--- src/rtl/pulse_width_meter_if.sv ---
// rtl/pulse_width_meter_if.sv - Control and measurement-result signals of pulse_width_meter
interface pulse_width_meter_if #(
    parameter int CNT_W = 16
);
    logic             en;
    logic             pulse_in;
    logic [CNT_W-1:0] high_cnt;
    logic [CNT_W-1:0] low_cnt;
    logic             meas_valid;
    logic             overflow;
    logic             stuck;

    // Source side: drives enable and the pulse train, consumes results.
    modport master (
        output en, pulse_in,
        input  high_cnt, low_cnt, meas_valid, overflow, stuck
    );

    // Meter side.
    modport slave (
        input  en, pulse_in,
        output high_cnt, low_cnt, meas_valid, overflow, stuck
    );
endinterface

--- src/rtl/pulse_width_meter.sv ---
// rtl/pulse_width_meter.sv - Measures high/low time of each period of an asynchronous pulse train
module pulse_width_meter #(
    parameter int CNT_W   = 16,
    parameter int TIMEOUT = 1000
) (
    input  logic                  clk,
    input  logic                  rst,
    pulse_width_meter_if.slave    pw
);

    localparam logic [CNT_W-1:0] CNT_MAX = '1;
    localparam logic [CNT_W-1:0] CNT_TO  = CNT_W'(TIMEOUT);

    typedef enum logic [1:0] {
        IDLE,
        WAIT_RISE,
        MEAS_HIGH,
        MEAS_LOW
    } state_t;

    state_t           state, state_d;
    logic             s1, s2, s2_d;
    logic             rise, fall;
    logic [CNT_W-1:0] cnt, cnt_d, cnt_inc;
    logic [CNT_W-1:0] hi_latch, hi_latch_d;
    logic             ovf_latch, ovf_latch_d;
    logic             stuck_q, stuck_d;
    logic             count_en;
    logic             report;
    logic [CNT_W-1:0] high_q, low_q;
    logic             valid_q, ovf_q;

    // Two-flop synchroniser plus one delayed copy for edge detection.
    always_ff @(posedge clk or posedge rst) begin
        if (rst) begin
            s1   <= 1'b0;
            s2   <= 1'b0;
            s2_d <= 1'b0;
        end else begin
            s1   <= pw.pulse_in;
            s2   <= s1;
            s2_d <= s2;
        end
    end

    assign rise    = s2 & ~s2_d;
    assign fall    = ~s2 & s2_d;
    // Saturating increment: the counter parks at all-ones instead of wrapping.
    assign cnt_inc = (cnt == CNT_MAX) ? CNT_MAX : cnt + 1'b1;

    // Next-state and datapath decisions for the measurement FSM.
    always_comb begin
        state_d     = state;
        cnt_d       = cnt;
        hi_latch_d  = hi_latch;
        ovf_latch_d = ovf_latch;
        stuck_d     = stuck_q;
        count_en    = 1'b0;
        report      = 1'b0;

        if (!pw.en) begin
            // Any in-progress period is dropped; results stay as they are.
            state_d = IDLE;
            cnt_d   = '0;
            stuck_d = 1'b0;
        end else begin
            case (state)
                IDLE: begin
                    cnt_d   = '0;
                    stuck_d = 1'b0;
                    state_d = WAIT_RISE;
                end
                WAIT_RISE: begin
                    // Counting here only serves the stuck detector.
                    if (rise) begin
                        cnt_d       = 1;
                        ovf_latch_d = 1'b0;
                        stuck_d     = 1'b0;
                        state_d     = MEAS_HIGH;
                    end else begin
                        count_en = 1'b1;
                        if (fall) stuck_d = 1'b0;
                    end
                end
                MEAS_HIGH: begin
                    if (fall) begin
                        hi_latch_d = cnt;
                        cnt_d      = 1;
                        stuck_d    = 1'b0;
                        state_d    = MEAS_LOW;
                    end else if (s2) begin
                        count_en = 1'b1;
                    end
                end
                MEAS_LOW: begin
                    if (rise) begin
                        report      = 1'b1;
                        cnt_d       = 1;
                        ovf_latch_d = 1'b0;
                        stuck_d     = 1'b0;
                        state_d     = MEAS_HIGH;
                    end else if (!s2) begin
                        count_en = 1'b1;
                    end
                end
                default: state_d = IDLE;
            endcase

            if (count_en) begin
                cnt_d = cnt_inc;
                if (cnt_inc == CNT_MAX) ovf_latch_d = 1'b1;
                if (cnt_inc == CNT_TO)  stuck_d     = 1'b1;
            end
        end
    end

    // State, counter and latch registers.
    always_ff @(posedge clk or posedge rst) begin
        if (rst) begin
            state     <= IDLE;
            cnt       <= '0;
            hi_latch  <= '0;
            ovf_latch <= 1'b0;
            stuck_q   <= 1'b0;
        end else begin
            state     <= state_d;
            cnt       <= cnt_d;
            hi_latch  <= hi_latch_d;
            ovf_latch <= ovf_latch_d;
            stuck_q   <= stuck_d;
        end
    end

    // Result registers: updated only on the rise that completes a period.
    always_ff @(posedge clk or posedge rst) begin
        if (rst) begin
            high_q  <= '0;
            low_q   <= '0;
            valid_q <= 1'b0;
            ovf_q   <= 1'b0;
        end else begin
            valid_q <= report;
            if (report) begin
                high_q <= hi_latch;
                low_q  <= cnt;
                ovf_q  <= ovf_latch | (cnt == CNT_MAX);
            end
        end
    end

    assign pw.high_cnt   = high_q;
    assign pw.low_cnt    = low_q;
    assign pw.meas_valid = valid_q;
    assign pw.overflow   = ovf_q;
    assign pw.stuck      = stuck_q;

endmodule

--- src/flat_wrapper.sv ---
// flat-port wrapper written by rule: the top's interface ports become plain ports
module pulse_width_meter_flat 
#(
    parameter int CNT_W   = 16,
    parameter int TIMEOUT = 1000
)
  (clk, rst, pw_en, pw_pulse_in, pw_high_cnt, pw_low_cnt, pw_meas_valid, pw_overflow, pw_stuck);
  pulse_width_meter_if #(.CNT_W(CNT_W)) pw_i ();
  input  logic clk;
  input  logic rst;
  input wire logic [$bits(pw_i.en)-1:0] pw_en;
  input wire logic [$bits(pw_i.pulse_in)-1:0] pw_pulse_in;
  output wire logic [$bits(pw_i.high_cnt)-1:0] pw_high_cnt;
  output wire logic [$bits(pw_i.low_cnt)-1:0] pw_low_cnt;
  output wire logic [$bits(pw_i.meas_valid)-1:0] pw_meas_valid;
  output wire logic [$bits(pw_i.overflow)-1:0] pw_overflow;
  output wire logic [$bits(pw_i.stuck)-1:0] pw_stuck;
  assign pw_i.en = pw_en;
  assign pw_i.pulse_in = pw_pulse_in;
  assign pw_high_cnt = pw_i.high_cnt;
  assign pw_low_cnt = pw_i.low_cnt;
  assign pw_meas_valid = pw_i.meas_valid;
  assign pw_overflow = pw_i.overflow;
  assign pw_stuck = pw_i.stuck;
  pulse_width_meter #(.CNT_W(CNT_W), .TIMEOUT(TIMEOUT)) u_core (.clk(clk), .rst(rst), .pw(pw_i));
endmodule
--- config.mk ---
export PLATFORM = sky130hd
export DESIGN_NAME = pulse_width_meter_flat
export DESIGN_NICKNAME = d
export VERILOG_FILES = /design/src/rtl/pulse_width_meter_if.sv /design/src/rtl/pulse_width_meter.sv /design/src/flat_wrapper.sv
export SDC_FILE = /design/constraint.sdc
export NUM_CORES = 1
export LEC_CHECK = 0
export CAP_MARGIN = 20
export CORE_ASPECT_RATIO = 0.5
export CORE_MARGIN = 5
export CORE_UTILIZATION = 47
export CTS_CLUSTER_DIAMETER = 80
export DETAILED_ROUTE_END_ITERATION = 10
export PLACE_DENSITY = 0.75
export SLEW_MARGIN = 5
export SYNTH_ARGS = -nofsm -noshare
export SYNTH_HDL_FRONTEND = slang
export SYNTH_SLANG_ARGS = --single-unit
--- constraint.sdc ---
create_clock -name clk -period 2.3 [get_ports clk]
set_input_delay 0.46 -clock clk [delete_from_list [all_inputs] [get_ports clk]]
set_output_delay 0.46 -clock clk [all_outputs]
set_load 0.005 [all_outputs]
==> out/results.tsv <==
metric	value	unit
die_y	70.14	um
antenna_found_initial	0	
route.detailed.drc	0	
grt.overflow.total	0	
relSlewSlack	60.74	%
synth_most_common_cell	dfrtp_1	
syn2layout_area_growth	25.32	%
filler_cell_count	540	
synth_nets	310	
drtIter0Drc	200	
cts.repair.resized	0	
period_minus_slack	2.151	ns
seq_area_frac_synth	53.74	%
synth_common_cells	dfrtp_1, mux2_2, o21ai_0	
cts-buffers-inserted	9	
port_buffers	38	
max_freq	464.9	MHz
final_net_count	359	
initial_core_util	49.57	%
peakVddDrop	334.3	uV
wl_per_cell	16.55	um
final-hold-violation-count	0	
power_density	631.8	nW/um2
layout-drive-gt1-share	26.18	%
synth_area	3400	um2
fin_crit_sh	93.51	%
p_int	2.104	mW
setup_viol	0	
ys_ff_latch	73	
power.total	2.692	mW
htreeDepth	3	
clockBufferDepth	2	
tightest_slew	0.5877	ns
cts_tree	yes	
yosys_warnings	0	
worstPathArrival	2.41	ns
pre_cts_slack	0.05346	ns
cap_viol_max_count	0	
switching_power	0.5873	mW
grt_pass1_wl	12520	um
combPwrFrac	4.5	%
clk_latency	0.33	ns
place.gp.congestion	0.9513	
synth_cell_type_count	42	
finClkSkew	0.005807	ns
grt_max_degree	27	
rows	21	
power.share.switching	21.82	%
dieWidth	130.3	um
synth.avg_cell_area	11.15	um2
grt_use_total	17.67	%
clock_sinks	73	
grt_pass1_vias	2454	
clock_power_share	46.7	%
antenna_left	0	
n_antenna_cell	0	
wl	7463	um
synth_top_area_share	53.74	%
outcome	finished clean	
hold_path_class	register to register	
p_leak	1.933	nW
async_flop_share	100.0	%
synth_edf_count	0	
worst-setup-path-type	register to register	
setup_ws	0.1492	ns
design.core.area	6858	um2
rsz0062_at_grt	no	
startpoint_type	register	
cp_max_fo	6	
syn_inst	305	
root_buffer	clkbuf_16	
vias_per_cell	5.594	
ys.flop_type	dfrtp_1	
required	2.56	ns
via_count	2523	
setup_tns	0	ns
slew_violations	0	
ys_top_cells_by_area	dfrtp_1, mux2_2, o21ai_0	
io_pins	39	
cts_hold_buf	0	
regArea	1827	um2
dp_hpwl	5201	um
multiInputGateArea	1428	um2
die-area	9137	um2
yosysTopAreaCell	dfrtp_1	
dr.pass1.iters	5	
clkSlewWorstSetupHoldPaths	0.06	ns
cts_setup_buffers	0	
endpoint_kind	register	
p_seq_share	48.8	%
layout make-up:
cell class	instances	share of cell area, %
well taps	92	2.702
clock buffers	11	5.698
repair buffers	58	13.33
clock inverters	5	0.7342
flip-flops and latches	73	42.88
inverters	12	1.145
multi-input cells	200	33.51
routing by layer:
metal	share of wire, %	track usage (%)
met5	0	0
met4	1.3	5.876
met3	7.1	6.017
met2	46	26.16
met1	46	24.28
logic make-up after synthesis:
logic type	after synthesis	synth area share, %
compound gates	65	11.08
xor+xnor	5	1.288
fa+ha+maj	1	0.3680
buf+inv	32	4.490
flops	73	53.74
mux	49	16.19
simple gates	80	12.85
cell usage in the layout, fill, tap and decap left out, drive strengths merged, types with 3 or more instances in the layout:
cell	Yosys	final
buf	16	20
clkbuf	4	11
nand4	5	5
dfrtp	73	73
nor2	20	20
inv	12	11
or3	3	3
and4	3	3
xnor2	4	4
and3	4	4
mux2	48	48
o21ai	29	29
o211ai	3	3
nand2	20	20
a31oi	5	5
nor3	6	6
a21oi	20	20
clkdlybuf4s50	0	38
nor4	5	5
clkinv	0	4
nand3	9	9
sequential cells by signal, indices dropped and copies added, names as in the netlist:
register              count
u_core.cnt               16
u_core.hi_latch          16
u_core.pw.high_cnt       16
u_core.pw.low_cnt        16
u_core.state              2
u_core.ovf_latch          1
u_core.pw.meas_valid      1
u_core.pw.overflow        1
u_core.pw.stuck           1
u_core.s1                 1
u_core.s2                 1
u_core.s2_d               1
critical path, cell delays in order, from the launching register on:
cell and delay, ns:
dfrtp_1 0.45, ha_1 0.19, and3_1 0.25, nand2_1 0.15
nor3_1 0.40, xor2_1 0.13, or3_1 0.36, o21ai_1 0.13
power by group through the flow:
stage	Sequential, mW	Clock, mW	Combinational, mW
floorplan	1.33	0	0.0725
global placement	1.33	0	0.117
CTS	1.31	1.29	0.123
finish	1.31	1.26	0.121
global route	1.32	1.35	0.136
detailed placement	1.34	0	0.121
worst paths after layout:
path	slack [ns]	start	cells after the start	endpoint
max	0.15	u_core.cnt[0]	7	u_core.pw.stuck
min	0.35	u_core.s1	0	u_core.s2
max reg2reg	0.15	u_core.cnt[0]	7	u_core.pw.stuck
min reg2reg	0.35	u_core.s1	0	u_core.s2
max in group asynchronous	1.24	rst	3	u_core.cnt[15]
min in group asynchronous	0.55	rst	2	u_core.pw.high_cnt[8]
metrics by stage:
step	utilization, %	std cells	instance area, um2	hold slack (ns)
after global placement	58.13	435	3986	0.3330
after CTS	62.12	451	4260	0.3477
after floorplan	-	305	3403	0.3312
after detailed placement	58.13	435	3986	0.3347
final	62.12	451	4260	0.3481
after global routing	62.12	451	4260	0.3577
(Power assumes the default switching activity.)
